File: src/rtl/pipe_defs.sv
// pipe_defs: shared pipeline constants and instruction field extractors for the MIPS core.
package pipe_defs;
  localparam logic [31:0] NOP_INSTR = 32'h0000_0000;
  localparam logic [31:0] RESET_PC4 = 32'h0000_3004;
  function automatic logic [5:0] op(input logic [31:0] ir);
    return ir[31:26];
  endfunction
  function automatic logic [5:0] func(input logic [31:0] ir);
    return ir[5:0];
  endfunction
  function automatic logic [4:0] rs(input logic [31:0] ir);
    return ir[25:21];
  endfunction
  function automatic logic [4:0] rt(input logic [31:0] ir);
    return ir[20:16];
  endfunction
  function automatic logic [4:0] rd(input logic [31:0] ir);
    return ir[15:11];
  endfunction
endpackage

File: src/rtl/stage_reg.sv
// stage_reg: IR+PC4 pipeline stage register with async reset, hold (en) and bubble insert (clr).
module stage_reg #(
  parameter logic [31:0] RESET_PC4 = pipe_defs::RESET_PC4
) (
  input  logic        clk,
  input  logic        reset,
  input  logic        en_i,
  input  logic        clr_i,
  input  logic [31:0] ir_i,
  input  logic [31:0] pc4_i,
  output logic [31:0] ir_o,
  output logic [31:0] pc4_o
);
  import pipe_defs::*;
  logic [31:0] ir_q, ir_d, pc4_q, pc4_d;
  // A bubble still takes the incoming PC4 so it stays traceable downstream.
  always_comb begin
    ir_d  = clr_i ? NOP_INSTR : en_i ? ir_i : ir_q;
    pc4_d = (en_i | clr_i) ? pc4_i : pc4_q;
  end
  always_ff @(posedge clk or posedge reset)
    if (reset) begin
      ir_q  <= NOP_INSTR;
      pc4_q <= RESET_PC4;
    end else begin
      ir_q  <= ir_d;
      pc4_q <= pc4_d;
    end
  assign ir_o  = ir_q;
  assign pc4_o = pc4_q;
endmodule

File: src/rtl/pipe_regs_fdemw.sv
// pipe_regs_fdemw: F/D/E/M/W pipeline registers with stall bubbling, stall-run watchdog and
// an optional stall-cycle counter built when PIPE_STALL_CNT_EN is defined.
module pipe_regs_fdemw #(
  parameter logic [31:0] RESET_PC4 = pipe_defs::RESET_PC4,
  parameter int unsigned MAX_STALL = 2
) (
  input  logic        clk,
  input  logic        reset,
  input  logic        stall,
  input  logic [31:0] IR_F,
  input  logic [31:0] PC4_F,
  output logic        en_pc,
  output logic [31:0] IR_D,
  output logic [31:0] IR_E,
  output logic [31:0] IR_M,
  output logic [31:0] IR_W,
  output logic [31:0] PC4_D,
  output logic [31:0] PC4_E,
  output logic [31:0] PC4_M,
  output logic [31:0] PC4_W,
  output logic        hang,
  output logic [31:0] stall_cnt
);
  import pipe_defs::*;
  localparam logic [2:0] RUN_MAX = 3'(MAX_STALL + 1);
  logic [2:0] run_q, run_d;
  logic       hang_q, hang_d;
  assign en_pc = ~stall;
  stage_reg #(.RESET_PC4(RESET_PC4)) u_d (.clk(clk), .reset(reset), .en_i(~stall), .clr_i(1'b0),
    .ir_i(IR_F), .pc4_i(PC4_F), .ir_o(IR_D), .pc4_o(PC4_D));
  stage_reg #(.RESET_PC4(RESET_PC4)) u_e (.clk(clk), .reset(reset), .en_i(1'b1), .clr_i(stall),
    .ir_i(IR_D), .pc4_i(PC4_D), .ir_o(IR_E), .pc4_o(PC4_E));
  stage_reg #(.RESET_PC4(RESET_PC4)) u_m (.clk(clk), .reset(reset), .en_i(1'b1), .clr_i(1'b0),
    .ir_i(IR_E), .pc4_i(PC4_E), .ir_o(IR_M), .pc4_o(PC4_M));
  stage_reg #(.RESET_PC4(RESET_PC4)) u_w (.clk(clk), .reset(reset), .en_i(1'b1), .clr_i(1'b0),
    .ir_i(IR_M), .pc4_i(PC4_M), .ir_o(IR_W), .pc4_o(PC4_W));
  // Run length saturates one past the legal limit; reaching it latches hang.
  always_comb begin
    run_d  = stall ? ((run_q == RUN_MAX) ? run_q : run_q + 3'd1) : 3'd0;
    hang_d = hang_q | (run_d == RUN_MAX);
  end
  always_ff @(posedge clk or posedge reset)
    if (reset) begin
      run_q  <= 3'd0;
      hang_q <= 1'b0;
    end else begin
      run_q  <= run_d;
      hang_q <= hang_d;
    end
  assign hang = hang_q;
`ifdef PIPE_STALL_CNT_EN
  logic [31:0] cnt_q, cnt_d;
  assign cnt_d = cnt_q + {31'd0, stall};
  always_ff @(posedge clk or posedge reset)
    if (reset) cnt_q <= '0;
    else cnt_q <= cnt_d;
  assign stall_cnt = cnt_q;
`else
  assign stall_cnt = '0;
`endif
endmodule

File: config.mk
export PLATFORM = sky130hd
export DESIGN_NAME = pipe_regs_fdemw
export DESIGN_NICKNAME = d
export VERILOG_FILES = /design/src/rtl/pipe_defs.sv /design/src/rtl/stage_reg.sv /design/src/rtl/pipe_regs_fdemw.sv
export SDC_FILE = /design/constraint.sdc
export NUM_CORES = 1
export LEC_CHECK = 0
export ABC_AREA = 1
export ABC_CLOCK_PERIOD_IN_PS = 2100
export CORE_AREA = 5 5 195 197
export CTS_CLUSTER_DIAMETER = 150
export DETAILED_ROUTE_END_ITERATION = 8
export DIE_AREA = 0 0 200 202
export SLEW_MARGIN = 25
export SYNTH_ARGS = -nofsm -noshare
export SYNTH_HDL_FRONTEND = slang
export SYNTH_HIERARCHICAL = 1
export SYNTH_SLANG_ARGS = --single-unit
File: constraint.sdc
create_clock -name clk -period 2.1 [get_ports clk]
set_input_delay 0.63 -clock clk [delete_from_list [all_inputs] [get_ports clk]]
set_output_delay 0.63 -clock clk [all_outputs]
set_load 0.1 [all_outputs]
== Yosys cells after proc, flatten, opt, wreduce, memory -nomap -nowiden ==
Index checks and enable logic that the tools add are counted.

* Word-level logic and storage cells: 18
* Bits in registers: 260
* Input port bits: 67

* $add $sub $neg: 1
* Bitwise gates (word level): 2
* Multiplexer cells: 3
* Equal/unequal tests: 2

{| class="wikitable"
|+ Operators by type and width
! cell !! count
|-
| $mux 32 || 1
|-
| $eq 3x2->1 const B || 2
|-
| $mux 3 || 2
|-
| $add 3x1->3 const B || 1
|-
| $not 1->1 || 1
|-
| $or 1x1->1 || 1
|}

== Longest topological paths before layout ==
* Depth after elaboration: 5
* Mapped depth: 6

== Cells and area by module ==
The synthesis kept the hierarchy.

{| class="wikitable"
|+ By module, submodules not included
! module !! cells each !! instances !! area each (µm²) !! sequential area each (µm²)
|-
| stage_reg || 278 || 4 || 2543.7 || 1605.3
|-
| pipe_regs_fdemw || 55 || 1 || 439.2 || 100.1
|}

== Worst setup path after synthesis ==
No wires, ideal clock.

* Path type: input -> register
* Start: input stall
* End: register u_d.pc4_q[10] (netlist: u_d/pc4_o[10])
* Cell stages on the path: 5
* Buffers on the path: 2
* Data required time: 2.032 ns
* Slack: 0.085 ns
* Arrival time: 1.948 ns
* Cells stage by stage: inv_1 buf_4 clkbuf_1 o21ai_0 nand2_1

{| class="wikitable"
|+ RTL lines
! what !! line !! text
|-
| start, declared || pipe_regs_fdemw.sv:9 || <nowiki>input logic stall,</nowiki>
|-
| end signal, assigned || stage_reg.sv:27 || <nowiki>pc4_q <= pc4_d;</nowiki>
|-
| end, declared || stage_reg.sv:15 || <nowiki>logic [31:0] ir_q, ir_d, pc4_q, pc4_d;</nowiki>
|}

== Final worst setup path ==
* Start: register u_d.pc4_q[2] (netlist: u_d/pc4_o[2])
* End: output PC4_D[2]

{| class="wikitable"
|+ RTL lines
! what !! line !! text
|-
| end, declared || pipe_regs_fdemw.sv:17 || <nowiki>output logic [31:0] PC4_D,</nowiki>
|}

No word-level cell between the ends.

==> results.py <==
metrics = {
    "status": {
        "status": "complete, but fails checks",
        "violations": "slew limit",
    },
    "yosys": {
        "synth_xor_area_frac": 0,
        "ys_seq_elements": 260,
        "synthSimpleGateAreaFrac": 0.250,
        "synthesis.area_um2": 10600,
        "synthAdderAreaFrac": 0.00118,
        "synth_top_family_by_area": "simple AND/OR/NAND/NOR gates",
        "ys_warn_count": 6,
        "synth_seq_area_share": 0.614,
        "syn_area_per_cell_um2": 9.10,
        "synth_compound_area_frac": 0.0619,
        "ys_types": 20,
        "synth_mux_area_frac": 0,
        "synthCells": 1167,
    },
    "floorplan": {
        "die_w_um": 200,
        "rows": 70,
        "start_util": 0.294,
        "ios": 357,
        "fp.dieH_um": 202,
        "die_area_um2": 40400,
        "fp.coreArea_um2": 36100,
    },
    "setup_path": {
        "cp_slowest_stage_delay_ns": 0.57,
        "required_ns": 1.47,
        "path_max_fanout": 3,
        "critPathSlowestCell": "dfstp_2",
        "crit_path_end_kind": "output pin",
        "crit_chain": "buf_12",
        "worstPathArrival_ns": 1.31,
        "crit_buf_inv": 1,
        "crit_family": "flip-flops",
        "cp-start-kind": "flop",
        "critPathKind": "reg2out",
    },
    "global_routing": {
        "antenna_found_initial": 3,
        "grt_max_degree": 65,
        "grt_pass1_wl_um": 55700,
        "grt_usage": 0.173,
        "grt_overflow": 0,
        "grt_pass1_vias": 9063,
    },
    "cts": {
        "cts_inserted_buffers": 29,
        "insertion_delay_ns": 0.55,
        "cts_tree": "built",
        "clock_path_buffers": 3,
        "cts_hold_buf": 0,
        "cts_setup_buffers": 0,
        "cts-root-buf": "clkbuf_16",
        "cts.sink_count": 260,
        "cts_resized": 0,
        "path_clk_slew_ns": 0.06,
        "htreeDepth": 1,
    },
    "layout": {
        "fillers": 3321,
        "design_area_um2": 17600,
        "final_cell_mix": "nand2_1, buf_12, dfrtp_1",
        "area_growth_pct": 65.9,
        "multi_input_area_um2": 3550,
        "nets": 1551,
        "regArea_um2": 6520,
        "drive_gt1_frac": 0.225,
        "final_common_cell": "nand2_1",
    },
    "worst_hold_path": {
        "hold_class": "in2reg",
    },
    "drt": {
        "dr.max_layer_used": "met4",
        "wl_met1_um": 14700,
        "drt_iter0_drc": 408,
        "drc": 0,
        "via_per_inst": 4.49,
        "wl_um": 35500,
        "ant_nets": 0,
        "met2_wirelength_um": 17400,
        "drt-pass1-iter-count": 5,
        "wl_per_cell_um": 18.0,
        "vias": 8872,
        "dr_wl_met3_um": 2220,
    },
    "flow_run": {
        "max-cap-violations": 0,
    },
    "pwr": {
        "leakage_nw": 8.55,
        "peakVddDrop_mv": 0.649,
        "pwr_density_cell_nw_per_um2": 907,
    },
    "timing": {
        "timing.fmax_mhz": 516,
        "tns_ns": 0,
        "clock_skew_ns": 0.0260,
        "relSlewSlack": -0.0644,
        "final-hold-violation-count": 0,
        "worst_slew_pin_slew_ns": 1.59,
        "finalCritPeriodShare": 0.923,
        "drv_slew": 65,
        "post-route-min-period_ns": 1.94,
        "grt_setup_unrepaired": "false",
        "final-setup-viol-count": 0,
    },
    "placed_design": {
        "hpwlAfterDp_um": 25300,
        "postPlaceCellArea_um2": 16700,
        "io_buffers": 324,
        "gp_congestion": 0.806,
    },
}
## synthesized netlist by cell type
library cell,count,area [um2]
a21oi_1,1,5.00
buf_2,28,140
buf_4,52,390
buf_6,8,90.1
clkbuf_1,4,15.0
clkbuf_2,16,80.1
conb_1,2,7.51
dfrtp_1,248,6210
dfstp_2,12,315
ha_1,1,12.5
inv_1,8,30.0
inv_2,4,15.0
nand2_1,516,1940
nand3_1,131,656
nand3b_1,1,7.51
nor2_1,1,3.75
nor2_4,4,45.0
o21ai_0,128,641
o21bai_2,1,11.3
or2_1,1,6.26
## path summary, 6_finish.rpt
check                                               from                        end  slack [ns]  cells past startpoint
max in group asynchronous                          reset  u_w/pc4_o[12]$_DFFE_PP1P_        0.90                      3
min in group asynchronous                          reset         run_q[2]$_DFF_PP0_        0.68                      2
worst min register to register  u_m/pc4_o[2]$_DFFE_PP1P_   u_w/pc4_o[2]$_DFFE_PP1P_        0.49                      2
worst max-delay path            u_d/pc4_o[2]$_DFFE_PP1P_                   PC4_D[2]        0.16                      1
worst min-delay path                               stall         run_q[2]$_DFF_PP0_        0.46                      3
worst max register to register        run_q[0]$_DFF_PP0_             hang$_DFF_PP0_        0.94                      4
## logic make-up (layout without fill, tap and decap cells)
group / after synthesis / count (layout)
AND/OR/NAND/NOR: 654 / 654
flip-flops: 260 / 260
AO/OA/AOI/OAI: 130 / 130
buffers and inverters: 120 / 401
other: 2 / 62
adder cells (fa/ha/maj): 1 / 1
## registers in the layout, indices dropped and copies added, names as in the netlist
register,cells
u_e/ir_o,32
u_d/ir_o,32
u_e/pc4_o,32
u_m/pc4_o,32
u_w/ir_o,32
u_w/pc4_o,32
u_m/ir_o,32
run_q,3
u_d/pc4_o,32
hang,1
## power breakdown
part | switching [mW] | internal, mW
clock | 1.98 | 2.72
sequential | 0.487 | 5.39
combinational | 3.72 | 1.66
total | 6.19 | 9.78
## final cells by class
type                    count  share of cell area
repair buffers            336               0.341
diodes                      3            0.000426
inverters                  12             0.00341
flip-flops and latches    260               0.370
clock buffers              46              0.0477
well taps                 468              0.0332
clock inverters             7             0.00234
multi-input cells         844               0.201
## metrics by stage
step	std cells	total power [mW]	utilization	hold slack, ns	setup slack (ns)
2_1_floorplan	1224	9.24	-	0.396	0.0848
3_3_place_gp	1920	11.3	0.463	0.491	0.369
3_5_place_dp	1920	11.3	0.463	0.492	0.347
4_1_cts	1973	16.1	0.488	0.416	0.126
5_1_grt	1976	16.6	0.488	0.457	0.113
6_report	1976	16.0	0.488	0.459	0.162
## routing by layer
layer	GRT usage	up-vias
met5	0	-
met4	0.0585	0
met3	0.0355	54
met2	0.287	258
met1	0.227	4262
li1	-	4298
Note: power is estimated with default switching activity, not from simulation.
